<file path="src/rtl/vid_timing_monitor.sv">
`timescale 1ns/1ps
// vid_timing_monitor
//   On-chip video timing and frame-signature monitor. Taps the pixel stream
//   (syncs, display enable, pixel word) and, after a start request, measures
//   horizontal total, vertical total and active-pixel count for a
//   programmable number of frames.
//
//   Optional feature macro: VIDMON_CRC_EN
//     defined   -> CRC-16-CCITT (poly 0x1021, seed 0xFFFF, MSB-first, one full
//                  pixel word per step) over each frame's active pixels drives
//                  frame_crc.
//     undefined -> no CRC datapath is built and frame_crc is tied to 0.
//
//   Frame boundaries are vsync leading edges. A tick that carries the vsync
//   leading edge belongs to the frame it completes: a coincident hsync edge is
//   counted into vtotal, and a de=1 pixel on that tick is counted (and CRC'd)
//   into the completing frame. Measurement state only moves on pix_en cycles.
module vid_timing_monitor #(
    parameter int COLOR_BITS  = 4,
    parameter int NUM_CH      = 3,
    parameter int CNT_W       = 12,
    parameter int HSYNC_POL   = 0,
    parameter int VSYNC_POL   = 0,
    parameter int MAXFRAMES_W = 4
) (
    input  logic                         sys_clk,
    input  logic                         sys_reset,
    input  logic                         pix_en,
    input  logic                         hsync,
    input  logic                         vsync,
    input  logic                         de,
    input  logic [COLOR_BITS*NUM_CH-1:0] pix,
    input  logic                         start,
    input  logic [MAXFRAMES_W-1:0]       nframes,
    output logic                         busy,
    output logic                         done,
    output logic [CNT_W-1:0]             htotal,
    output logic [CNT_W-1:0]             vtotal,
    output logic [2*CNT_W-1:0]           active_px,
    output logic [15:0]                  frame_crc,
    output logic                         overflow
);

    localparam int PIX_W = COLOR_BITS * NUM_CH;
    localparam int ACT_W = 2 * CNT_W;

    // Active levels of the syncs as seen on the pins.
    localparam logic HS_ACT = (HSYNC_POL != 0);
    localparam logic VS_ACT = (VSYNC_POL != 0);

    localparam logic [1:0] S_IDLE = 2'd0;
    localparam logic [1:0] S_ARM  = 2'd1;
    localparam logic [1:0] S_MEAS = 2'd2;

    // Saturating increment for line/pixel counters; MSB of result flags an
    // attempted increment past all-ones.
    function automatic logic [CNT_W:0] sat_inc_cnt(input logic [CNT_W-1:0] v);
        if (&v) begin
            return {1'b1, v};
        end
        return {1'b0, v + CNT_W'(1)};
    endfunction

    // Same for the wider active-pixel counter.
    function automatic logic [ACT_W:0] sat_inc_act(input logic [ACT_W-1:0] v);
        if (&v) begin
            return {1'b1, v};
        end
        return {1'b0, v + ACT_W'(1)};
    endfunction

    // Control state
    logic [1:0]             state;
    logic [MAXFRAMES_W-1:0] frm_left;
    logic                   hs_prev;
    logic                   vs_prev;

    // Measurement datapath (no reset: cleared when a capture arms)
    logic [CNT_W-1:0]       hcnt;
    logic [CNT_W-1:0]       vcnt;
    logic [ACT_W-1:0]       act;
    logic [CNT_W-1:0]       hsh;

    logic                   hs_edge;
    logic                   vs_edge;
    logic                   meas_tick;
    logic                   arm_go;
    logic [CNT_W:0]         hinc;
    logic [CNT_W:0]         vinc;
    logic [ACT_W:0]         ainc;
    logic [CNT_W-1:0]       vcnt_nx;
    logic [ACT_W-1:0]       act_nx;
    logic [CNT_W-1:0]       htot_nx;
    logic                   ovf_evt;

    // Leading edges: active now, inactive at the previous pix_en sample.
    assign hs_edge   = pix_en && (hsync == HS_ACT) && (hs_prev != HS_ACT);
    assign vs_edge   = pix_en && (vsync == VS_ACT) && (vs_prev != VS_ACT);
    assign meas_tick = pix_en && (state == S_MEAS);
    assign arm_go    = (state == S_ARM) && vs_edge;

    assign hinc    = sat_inc_cnt(hcnt);
    assign vinc    = sat_inc_cnt(vcnt);
    assign ainc    = sat_inc_act(act);

    // Values including this tick's contribution; used both to advance the
    // counters and to publish a completing frame.
    assign vcnt_nx = hs_edge ? vinc[CNT_W-1:0] : vcnt;
    assign act_nx  = de ? ainc[ACT_W-1:0] : act;
    assign htot_nx = hs_edge ? hcnt : hsh;

    // Any counter asked to step beyond all-ones during measurement.
    assign ovf_evt = meas_tick &&
                     ((!hs_edge && hinc[CNT_W]) ||
                      (hs_edge && vinc[CNT_W]) ||
                      (de && ainc[ACT_W]));

    // Measurement counters: cleared on the arming vsync edge, advanced per pix_en.
    always_ff @(posedge sys_clk) begin
        if (arm_go) begin
            hcnt <= CNT_W'(1);
            vcnt <= '0;
            act  <= '0;
            hsh  <= '0;
        end else if (meas_tick) begin
            hcnt <= hs_edge ? CNT_W'(1) : hinc[CNT_W-1:0];
            hsh  <= htot_nx;
            vcnt <= vs_edge ? '0 : vcnt_nx;
            act  <= vs_edge ? '0 : act_nx;
        end
    end

    // Capture FSM, sync history, sticky overflow and published results.
    always_ff @(posedge sys_clk or posedge sys_reset) begin
        if (sys_reset) begin
            state     <= S_IDLE;
            frm_left  <= '0;
            hs_prev   <= ~HS_ACT;
            vs_prev   <= ~VS_ACT;
            busy      <= 1'b0;
            done      <= 1'b0;
            overflow  <= 1'b0;
            htotal    <= '0;
            vtotal    <= '0;
            active_px <= '0;
        end else begin
            done <= 1'b0;
            if (pix_en) begin
                hs_prev <= hsync;
                vs_prev <= vsync;
            end
            case (state)
                S_IDLE: begin
                    if (start) begin
                        frm_left <= (nframes == '0) ? MAXFRAMES_W'(1) : nframes;
                        busy     <= 1'b1;
                        overflow <= 1'b0;
                        state    <= S_ARM;
                    end
                end
                S_ARM: begin
                    if (vs_edge) begin
                        state <= S_MEAS;
                    end
                end
                S_MEAS: begin
                    if (ovf_evt) begin
                        overflow <= 1'b1;
                    end
                    if (vs_edge) begin
                        htotal    <= htot_nx;
                        vtotal    <= vcnt_nx;
                        active_px <= act_nx;
                        done      <= 1'b1;
                        frm_left  <= frm_left - MAXFRAMES_W'(1);
                        if (frm_left == MAXFRAMES_W'(1)) begin
                            busy  <= 1'b0;
                            state <= S_IDLE;
                        end
                    end
                end
                default: begin
                    state <= S_IDLE;
                end
            endcase
        end
    end

`ifdef VIDMON_CRC_EN
    // One CRC-16-CCITT step over a whole pixel word, MSB first.
    function automatic logic [15:0] crc_step(input logic [15:0] c,
                                             input logic [PIX_W-1:0] d);
        logic [15:0] r;
        logic        fb;
        r = c;
        for (int i = PIX_W - 1; i >= 0; i--) begin
            fb = r[15] ^ d[i];
            r  = {r[14:0], 1'b0} ^ (fb ? 16'h1021 : 16'h0000);
        end
        return r;
    endfunction

    logic [15:0] crc;
    logic [15:0] crc_nx;

    assign crc_nx = de ? crc_step(crc, pix) : crc;

    // Running CRC: reseeded at every frame boundary, absorbs de=1 pixels.
    always_ff @(posedge sys_clk) begin
        if (arm_go || (meas_tick && vs_edge)) begin
            crc <= 16'hFFFF;
        end else if (meas_tick) begin
            crc <= crc_nx;
        end
    end

    // Published CRC of the last completed frame.
    always_ff @(posedge sys_clk or posedge sys_reset) begin
        if (sys_reset) begin
            frame_crc <= '0;
        end else if (meas_tick && vs_edge) begin
            frame_crc <= crc_nx;
        end
    end
`else
    // Pixel data only feeds the CRC; without it the word is intentionally dropped.
    logic crc_unused;
    assign crc_unused = ^pix;
    assign frame_crc  = '0;
`endif

endmodule

</file>
<file path="config.mk">
export PLATFORM = sky130hd
export DESIGN_NAME = vid_timing_monitor
export DESIGN_NICKNAME = d
export VERILOG_FILES = /design/src/rtl/vid_timing_monitor.sv
export SDC_FILE = /design/constraint.sdc
export NUM_CORES = 1
export LEC_CHECK = 0
export CAP_MARGIN = 20
export CORE_ASPECT_RATIO = 1.75
export CORE_MARGIN = 4
export CORE_UTILIZATION = 45
export DETAILED_ROUTE_END_ITERATION = 8
export PLACE_DENSITY_LB_ADDON = 0.12
export REMOVE_ABC_BUFFERS = 1
export SLEW_MARGIN = 20
export SYNTH_ARGS = -nofsm -noshare
export SYNTH_HDL_FRONTEND = slang
export SYNTH_SLANG_ARGS = --single-unit
export TNS_END_PERCENT = 10
</file>
<file path="constraint.sdc">
create_clock -name sys_clk -period 6.13 [get_ports sys_clk]
set_input_delay 0.613 -clock sys_clk [delete_from_list [all_inputs] [get_ports sys_clk]]
set_output_delay 0.613 -clock sys_clk [all_outputs]
set_load 0.01 [all_outputs]
</file>
==> flow_metrics.tcl, run 1 <==
set metrics [dict create \
    async_flop_share 0.496 \
    drt-total-wl_mm 13.4 \
    hold_buffers 0 \
    fin_crit_ns 2.85 \
    final-setup-viol-count 0 \
    drt.antenna.violating_nets 0 \
    firstDrtPassIters 4 \
    gr-total-overflow 0 \
    area_delta_synth_final_pct 20.9 \
    post-route-drc-count 0 \
    rsz0062_at_grt "false" \
    cp_top_family "simple AND/OR/NAND/NOR gates" \
    clkPwrFrac 0.417 \
    cts_htree_levels 4 \
    fp.dieW_microns 94.1 \
    synth_ff_type "dfxtp_1" \
    final_util 0.562 \
    num-nets-final 742 \
    rows 54 \
    num_io_pins 90 \
    synth_most_common_cell "nand2_1" \
    cts_root_buf "clkbuf_16" \
    clk_latency_ns 0.41 \
    finalMaxSlewViolations 0 \
    n_antenna_cell 0 \
    synthTopCellsByCount "nand2_1 (133), o21ai_0 (62), dfxtp_1 (60)" \
    synthTopCellsByArea "dfrtp_1 (24%), dfxtp_1 (21%), nand2_1 (8.5%)" \
    synth_top_area_cell "dfrtp_1" \
    gp_congestion 0.883 \
    synth_seq_cells 119 \
    critPathMaxFanout 20 \
    max_freq_mhz 351 \
    numPortBuffers 61 \
    cts_max_path_buffers 2 \
    postSynthCellCount 666 \
    grt_util_all_layers 0.191 \
    syn_area_sq_mm 0.00584 \
    drive_gt1_frac 0.0950 \
    seq_area_frac_synth 0.459 \
    yosys.area_share.xor_xnor 0.0553 \
    avgSynthCellArea_sq_um 8.77 \
    tightestPinTransition_ns 1.02 \
    p_int_w 0.00178 \
    cts-resized-gates 0 \
    numCtsBuffers 17 \
    net-switching-power_w 0.000648 \
    post-cts-setup-buffers 0 \
    drv_cap 0 \
    synth-simple-area-share 0.235 \
    synth_top_family_by_area "simple AND/OR/NAND/NOR gates" \
    cpPeakStageDelay_ns 0.87 \
    wl_per_cell_microns 15.0 \
    p_per_area_mw_per_mm2 344 \
    vias 4845 \
    dp_hpwl_mm 9.31 \
    yosysUniqueCellTypes 67 \
    grt_max_degree 69 \
    cp_cell_sequence "clkdlybuf4s50_1 > nand3b_1 > nor4_1 > o21ai_0 > a211oi_1" \
    p_comb_frac 0.176 \
    relSlewSlack 0.318 \
    antenna_found_initial 0 \
    tns_ns 0 \
    synth_compound_area_frac 0.175 \
    drt_iter0_drc 219 \
    coreArea_sq_mm 0.0126 \
    p_sw_frac 0.267 \
    grt_first_pass_wirelength_mm 23.0 \
    hold_path_class "flop to flop" \
    start_kind "input pin" \
    skew_ns 0.00860 \
    initial_core_util 0.465 \
    grt_pass1_vias 4828 \
    path_clk_slew_ns 0.05 \
    viasPerCell 5.42 \
    synth_enable_flop_cells 0 \
    irDropWorstVdd_v 0.000210 \
    synthAdderAreaFrac 0.0107 \
    worst-path-buf-inv 1 \
    synth_top_cell_area_share 0.244 \
    synthMuxAreaShare 0.00921 \
    cts_tree "yes" \
    worstSetupPathType "input pin to flop" \
    yosys_warnings 0 \
    status "completed" \
    slowest_stage "nor4_1" \
    fin_crit_sh 0.465 \
    pwr-share-seq 0.407 \
    cp-end-kind "flop" \
    clock-sinks 119 \
    hold_violations 0 \
    die_h_microns 159 \
    leakage_nw 2.72 \
    arrival_ns 3.17 \
    crit_required_ns 6.45 \
    n_fill_cell 1210 \
    die_area_sq_mm 0.0149 \
]
## worst register-to-register path, cell delays in order, from the launching register on
cell and delay (ns):
dfstp_2 0.53, nand3b_1 0.58, nor4_1 0.87, o21ai_0 0.21, a211oi_1 0.26
## power by group through the flow
stage                     logic, W  registers, W  clock network (W)
final                     0.000428      0.000989            0.00101
after global routing      0.000483       0.00101            0.00107
after CTS                 0.000434      0.000988            0.00103
after detailed placement  0.000431       0.00100                  0
after global placement    0.000419      0.000996                  0
after floorplan           0.000204       0.00101                  0
## final cells by class
| class | instances | area [sq um] | area share |
|---|---|---|---|
| Tap cell | 168 | 210 | 0.0298 |
| Clock inverter | 8 | 121 | 0.0172 |
| Inverter | 10 | 37.5 | 0.00531 |
| Sequential cell | 119 | 2680 | 0.379 |
| Multi-Input combinational cell | 503 | 2900 | 0.411 |
| Timing Repair Buffer | 63 | 626 | 0.0886 |
| Clock buffer | 23 | 488 | 0.0691 |
## layer usage
metal,vias up,global-route usage,share of wire
met3,29,0.0398,0.035
li1,2398,-,-
met2,114,0.350,0.55
met5,-,0,0
met1,2304,0.206,0.39
met4,0,0.0815,0.021
## cells by family after synthesis
group	Yosys count
other cells	1
simple gates	271
buf+inv	59
fa+ha+maj	5
xor+xnor	36
flops	119
mux	5
compound gates	170
## registers in the layout, indices dropped and copies added, names as in the netlist
| name | count |
|---|---|
| hs_prev | 1 |
| active_px | 24 |
| busy | 1 |
| frm_left | 4 |
| hcnt | 12 |
| htotal | 12 |
| state | 2 |
| done | 1 |
| act | 24 |
| hsh | 12 |
| vs_prev | 1 |
| vtotal | 12 |
| vcnt | 12 |
| overflow | 1 |
## through the flow
step | hold WS [ns] | instances | setup slack (ns) | area (sq um) | power [W]
floorplan | 0.437 | 632 | 3.06 | 5610 | 0.00122
global placement | 0.443 | 863 | 2.49 | 6440 | 0.00141
detailed placement | 0.449 | 863 | 2.41 | 6440 | 0.00143
CTS | 0.456 | 894 | 2.84 | 7050 | 0.00246
global route | 0.479 | 894 | 2.96 | 7060 | 0.00256
finish | 0.457 | 894 | 3.28 | 7060 | 0.00243
## path summary, 6_finish.rpt
check | startpoint | endpoint | slack (ns) | cells past startpoint
max | pix_en | vcnt[9] | 3.28 | 5
min reg2reg | hsh[11] | hsh[11] | 0.46 | 2
min | hsh[11] | hsh[11] | 0.46 | 2
max reg2reg | hs_prev | vcnt[9] | 3.58 | 4
min in group asynchronous | sys_reset | vtotal[5] | 0.75 | 3
max in group asynchronous | sys_reset | vtotal[8] | 4.85 | 3
## placed cells by master, fill, tap and decap left out, types with 6 or more instances in the layout
master and instances:
xnor2_1 17, nand4_1 11, a31oi_1 33, o21ai_0 62, a21oi_1 37, or3_1 6
dfxtp_1 60, conb_1 16, and3_1 12, o21ai_1 11, xor2_1 18, nor2_1 36
o31ai_1 6, nand2_1 132, clkdlybuf4s50_1 61, inv_1 9, clkbuf_16 17, dfrtp_1 57
nand3_1 18, nor3_1 10
No activity file was read; power rests on OpenSTA's default activity.
==> inputs of run 2 (changes only) <==
clock period = 2.53 ns   (was 6.13 ns; I/O delays follow)
==> flow_metrics.tcl, run 2 (synthesis results as in run 1) <==
set metrics [dict create \
    grt_util_all_layers 0.192 \
    post-cts-setup-buffers 0 \
    rsz0062_at_grt "false" \
    power_w 0.00609 \
    post-route-drc-count 0 \
    skew_ns 0.0108 \
    tightestPinTransition_ns 0.682 \
    cts_max_path_buffers 2 \
    hold_path_class "input pin to asynchronous set/reset pin" \
    cts_htree_levels 4 \
    largestRegisters "act: 24 flops, active_px: 24 flops" \
    drt_iter0_drc 219 \
    final-setup-viol-count 0 \
    drv_cap 0 \
    num_io_pins 90 \
    numPortBuffers 61 \
    fin_crit_ns 2.22 \
    p_per_area_mw_per_mm2 836 \
    start_kind "flop" \
    coreArea_sq_mm 0.0126 \
    hold_violations 0 \
    p_int_w 0.00445 \
    max_freq_mhz 449 \
    worstSetupPathType "flop to flop" \
    n_antenna_cell 0 \
    cp-end-kind "flop" \
    leakage_nw 2.85 \
    viasPerCell 5.35 \
    rows 54 \
    drt-total-wl_mm 13.8 \
    finalMaxSlewViolations 0 \
    grt_pass1_vias 4802 \
    p_comb_frac 0.174 \
    vias 4889 \
    dp_hpwl_mm 9.55 \
    firstDrtPassIters 4 \
    path_clk_slew_ns 0.06 \
    drt.antenna.violating_nets 0 \
    net-switching-power_w 0.00164 \
    cts_root_buf "clkbuf_16" \
    area_delta_synth_final_pct 24.7 \
    pwr-share-seq 0.393 \
    die_area_sq_mm 0.0149 \
    cts_tree "yes" \
    wl_per_cell_microns 15.1 \
    antenna_found_initial 0 \
    critPathMaxFanout 14 \
    grt_max_degree 69 \
    p_sw_frac 0.269 \
    fp.dieW_microns 94.1 \
    clkPwrFrac 0.433 \
    grt_first_pass_wirelength_mm 22.9 \
    gr-total-overflow 0 \
    tns_ns 0 \
    die_h_microns 159 \
    gp_congestion 0.849 \
    ff2ff_path_depth 7 \
    clk_latency_ns 0.41 \
    clock-sinks 119 \
    hold_buffers 0 \
    numCtsBuffers 17 \
    drive_gt1_frac 0.121 \
    crit_required_ns 2.87 \
    initial_core_util 0.465 \
    arrival_ns 2.56 \
    final_common_cell "nand2_1" \
    mostFrequentLayoutCells "nand2_1 (132), o21ai_0 (62), clkdlybuf4s50_1 (61)" \
    irDropWorstVdd_v 0.000601 \
    status "completed" \
    num-nets-final 760 \
    cts-resized-gates 0 \
    fin_crit_sh 0.879 \
    relSlewSlack 0.545 \
]
run 2: cell type report:
| cell class | count | area, sq um |
|---|---|---|
| Fill cell | 1188 | 5280 |
| Multi-Input combinational cell | 503 | 2890 |
| Sequential cell | 119 | 2680 |
| Timing Repair Buffer | 81 | 811 |
| Clock buffer | 17 | 425 |
| Clock inverter | 15 | 228 |
| Tap cell | 168 | 210 |
| Inverter | 10 | 37.5 |
run 2: path summary, 6_finish.rpt:
| kind | end | slack [ns] | start |
|---|---|---|---|
| max reg2reg | act[10] | 0.31 | act[0] |
| min reg2reg | hsh[2] | 0.46 | hsh[2] |
| min in group sys_clk | hsh[2] | 0.46 | hsh[2] |
| max | act[10] | 0.31 | act[0] |
| max in group asynchronous | hs_prev | 1.99 | sys_reset |
| min | vtotal[5] | 0.19 | sys_reset |
run 2: per-layer routing:
metal / wire, microns / share of wire / vias up / global-route usage
met5: 0 / 0 / - / 0
met4: 249 / 0.018 / 0 / 0.0697
met3: 460 / 0.033 / 21 / 0.0440
met2: 7610 / 0.55 / 98 / 0.355
met1: 5430 / 0.40 / 2334 / 0.207
li1: - / - / 2436 / -
run 2: critical path, stage by stage, from the launching register on:
cell,delay [ns]
dfxtp_1,0.36
ha_1,0.26
and4_4,0.22
and4_4,0.25
a21boi_4,0.38
nand4_1,0.22
or3_1,0.38
o21ai_1,0.08
run 2: power groups by stage:
stage / logic, W / clock network [W] / registers [W]
5_1_grt: 0.00118 / 0.00278 / 0.00244
2_1_floorplan: 0.000493 / 0 / 0.00245
6_report: 0.00106 / 0.00264 / 0.00239
3_5_place_dp: 0.00107 / 0 / 0.00243
3_3_place_gp: 0.00105 / 0 / 0.00241
4_1_cts: 0.00108 / 0.00269 / 0.00239
run 2: stage by stage:
step | util | setup WS (ns) | area, sq um | instances | hold WS, ns
3_5_place_dp | 0.528 | 0.133 | 6630 | 881 | 0.449
6_report | 0.580 | 0.305 | 7290 | 913 | 0.191
3_3_place_gp | 0.528 | 0.136 | 6630 | 881 | 0.443
4_1_cts | 0.580 | 0.302 | 7280 | 913 | 0.236
5_1_grt | 0.580 | 0.223 | 7290 | 913 | 0.226
2_1_floorplan | - | -0.340 | 5610 | 632 | 0.405
==> inputs of run 3 (changes only) <==
CELL_PAD_IN_SITES_DETAIL_PLACEMENT = 1   (was default)
CELL_PAD_IN_SITES_GLOBAL_PLACEMENT = 2   (was default)
CORE_UTILIZATION = 30   (was 45)
==> flow_metrics.tcl, run 3 (synthesis results as in run 1) <==
set metrics [dict create \
    ff2ff_path_depth 7 \
    worst-path-buf-inv 0 \
    n_antenna_cell 0 \
    path_depth 7 \
    irDropWorstVdd_v 0.000421 \
    drt.antenna.violating_nets 0 \
    num_io_pins 90 \
    fp.dieW_microns 113 \
    gp_congestion 0.756 \
    ff_latch_area_sq_mm 0.00268 \
    drt-total-wl_mm 16.5 \
    path_clk_slew_ns 0.06 \
    grt_pass1_vias 5420 \
    wl_per_cell_microns 16.6 \
    p_comb_frac 0.186 \
    cp_top_family "simple AND/OR/NAND/NOR gates" \
    leakage_nw 2.82 \
    slowest_stage "or3_1" \
    n_fill_cell 2288 \
    initial_core_util 0.304 \
    crit_required_ns 2.88 \
    die_area_sq_mm 0.0219 \
    coreArea_sq_mm 0.0192 \
    largestRegisters "act: 24 flops, active_px: 24 flops" \
    numPortBuffers 61 \
    fin_hold_ws_ns 0.248 \
    vias 4985 \
    hold_path_class "input pin to asynchronous set/reset pin" \
    preCtsSetupSlack_ns 0.221 \
    mostFrequentLayoutCells "nand2_1 (132), o21ai_0 (62), clkdlybuf4s50_1 (61)" \
    hold_buffers 0 \
    fin_crit_ns 2.22 \
    cp_cell_sequence "ha_1 > and4_4 > and4_4 > a21oi_4 > nand4_1 > or3_1 > o21ai_2" \
    firstDrtPassIters 4 \
    pwr-share-seq 0.410 \
    area_delta_synth_final_pct 25.3 \
    cts-resized-gates 0 \
    clkPwrFrac 0.403 \
    cpPeakStageDelay_ns 0.40 \
    critPathMaxFanout 10 \
    start_kind "flop" \
    gr-total-overflow 0 \
    drv_cap 0 \
    p_int_w 0.00420 \
    postLayoutCellArea_sq_mm 0.00732 \
    drive_gt1_frac 0.119 \
    hold_violations 0 \
    dp_hpwl_mm 11.8 \
    max_freq_mhz 451 \
    status "completed" \
    cts_tree "yes" \
    p_sw_frac 0.283 \
    post-route-drc-count 0 \
    r2r_end "act[23]" \
    placed_cell_area_sq_mm 0.00675 \
    antenna_found_initial 0 \
    cpMostUsedCell "and4_4" \
    final_util 0.381 \
    worstSetupPathType "flop to flop" \
    grt_util_all_layers 0.160 \
    die_h_microns 193 \
    clock-sinks 119 \
    rr_startpoint "act[0]" \
    cts_root_buf "clkbuf_16" \
    drt_iter0_drc 98 \
    grt_first_pass_wirelength_mm 27.6 \
    rows 67 \
    post-cts-setup-buffers 0 \
    clk_latency_ns 0.42 \
    num-nets-final 764 \
    cts_htree_levels 4 \
    reg2reg_slack_ns 0.31 \
    cp-end-kind "flop" \
    fin_crit_sh 0.877 \
    numCtsBuffers 17 \
    power_w 0.00586 \
    multiInputGateArea_sq_mm 0.00289 \
    cts_max_path_buffers 2 \
    p_per_area_mw_per_mm2 801 \
    arrival_ns 2.57 \
    skew_ns 0.0137 \
    final_common_cell "nand2_1" \
    viasPerCell 5.04 \
    rsz0062_at_grt "false" \
    final-setup-viol-count 0 \
    finalMaxSlewViolations 0 \
    grt_max_degree 60 \
    net-switching-power_w 0.00166 \
    layout_setup_ws_ns 0.311 \
]
==> run 3: per-stage QoR <==
step	setup TNS, ns	cells
2_1_floorplan	-5.30	632
6_report	0	990
5_1_grt	0	990
3_5_place_dp	0	958
4_1_cts	0	990
3_3_place_gp	0	958
==> run 3: tightest hold or removal path, stage by stage <==
cell	delay, ns
clkdlybuf4s50_1	0.42
inv_2	0.08
buf_12	0.31
==> run 3: area by class of cell <==
| class | instances | share of cell area |
|---|---|---|
| inverters | 10 | 0.00513 |
| clock buffers | 23 | 0.0639 |
| multi-input cells | 503 | 0.395 |
| flip-flops and latches | 119 | 0.366 |
| well taps | 241 | 0.0412 |
| repair buffers | 85 | 0.115 |
| clock inverters | 9 | 0.0140 |
==> run 3: how the worst max path moves through the flow <==
stage          slack (ns)            end     start
6_report             0.31        act[23]    act[0]
5_1_grt              0.16  active_px[18]    act[0]
4_1_cts              0.30  active_px[20]    act[0]
3_5_place_dp         0.22        hcnt[8]    pix_en
3_3_place_gp         0.27        hcnt[8]    pix_en
2_1_floorplan       -0.34   active_px[3]  state[0]
==> run 3: power by group through the flow <==
stage	combinational, W	clock (W)	sequential (W)
2_1_floorplan	0.000493	0	0.00245
3_3_place_gp	0.00109	0	0.00243
3_5_place_dp	0.00112	0	0.00244
4_1_cts	0.00112	0.00243	0.00241
5_1_grt	0.00124	0.00251	0.00245
6_report	0.00109	0.00237	0.00240
==> run 3: metal layers <==
metal  GRT usage  wire length, microns  share of wire
met3      0.0279                   439          0.027
met4      0.0588                   302          0.018
met1       0.161                  6290           0.38
met5           0                     0              0
met2       0.318                  9420           0.57
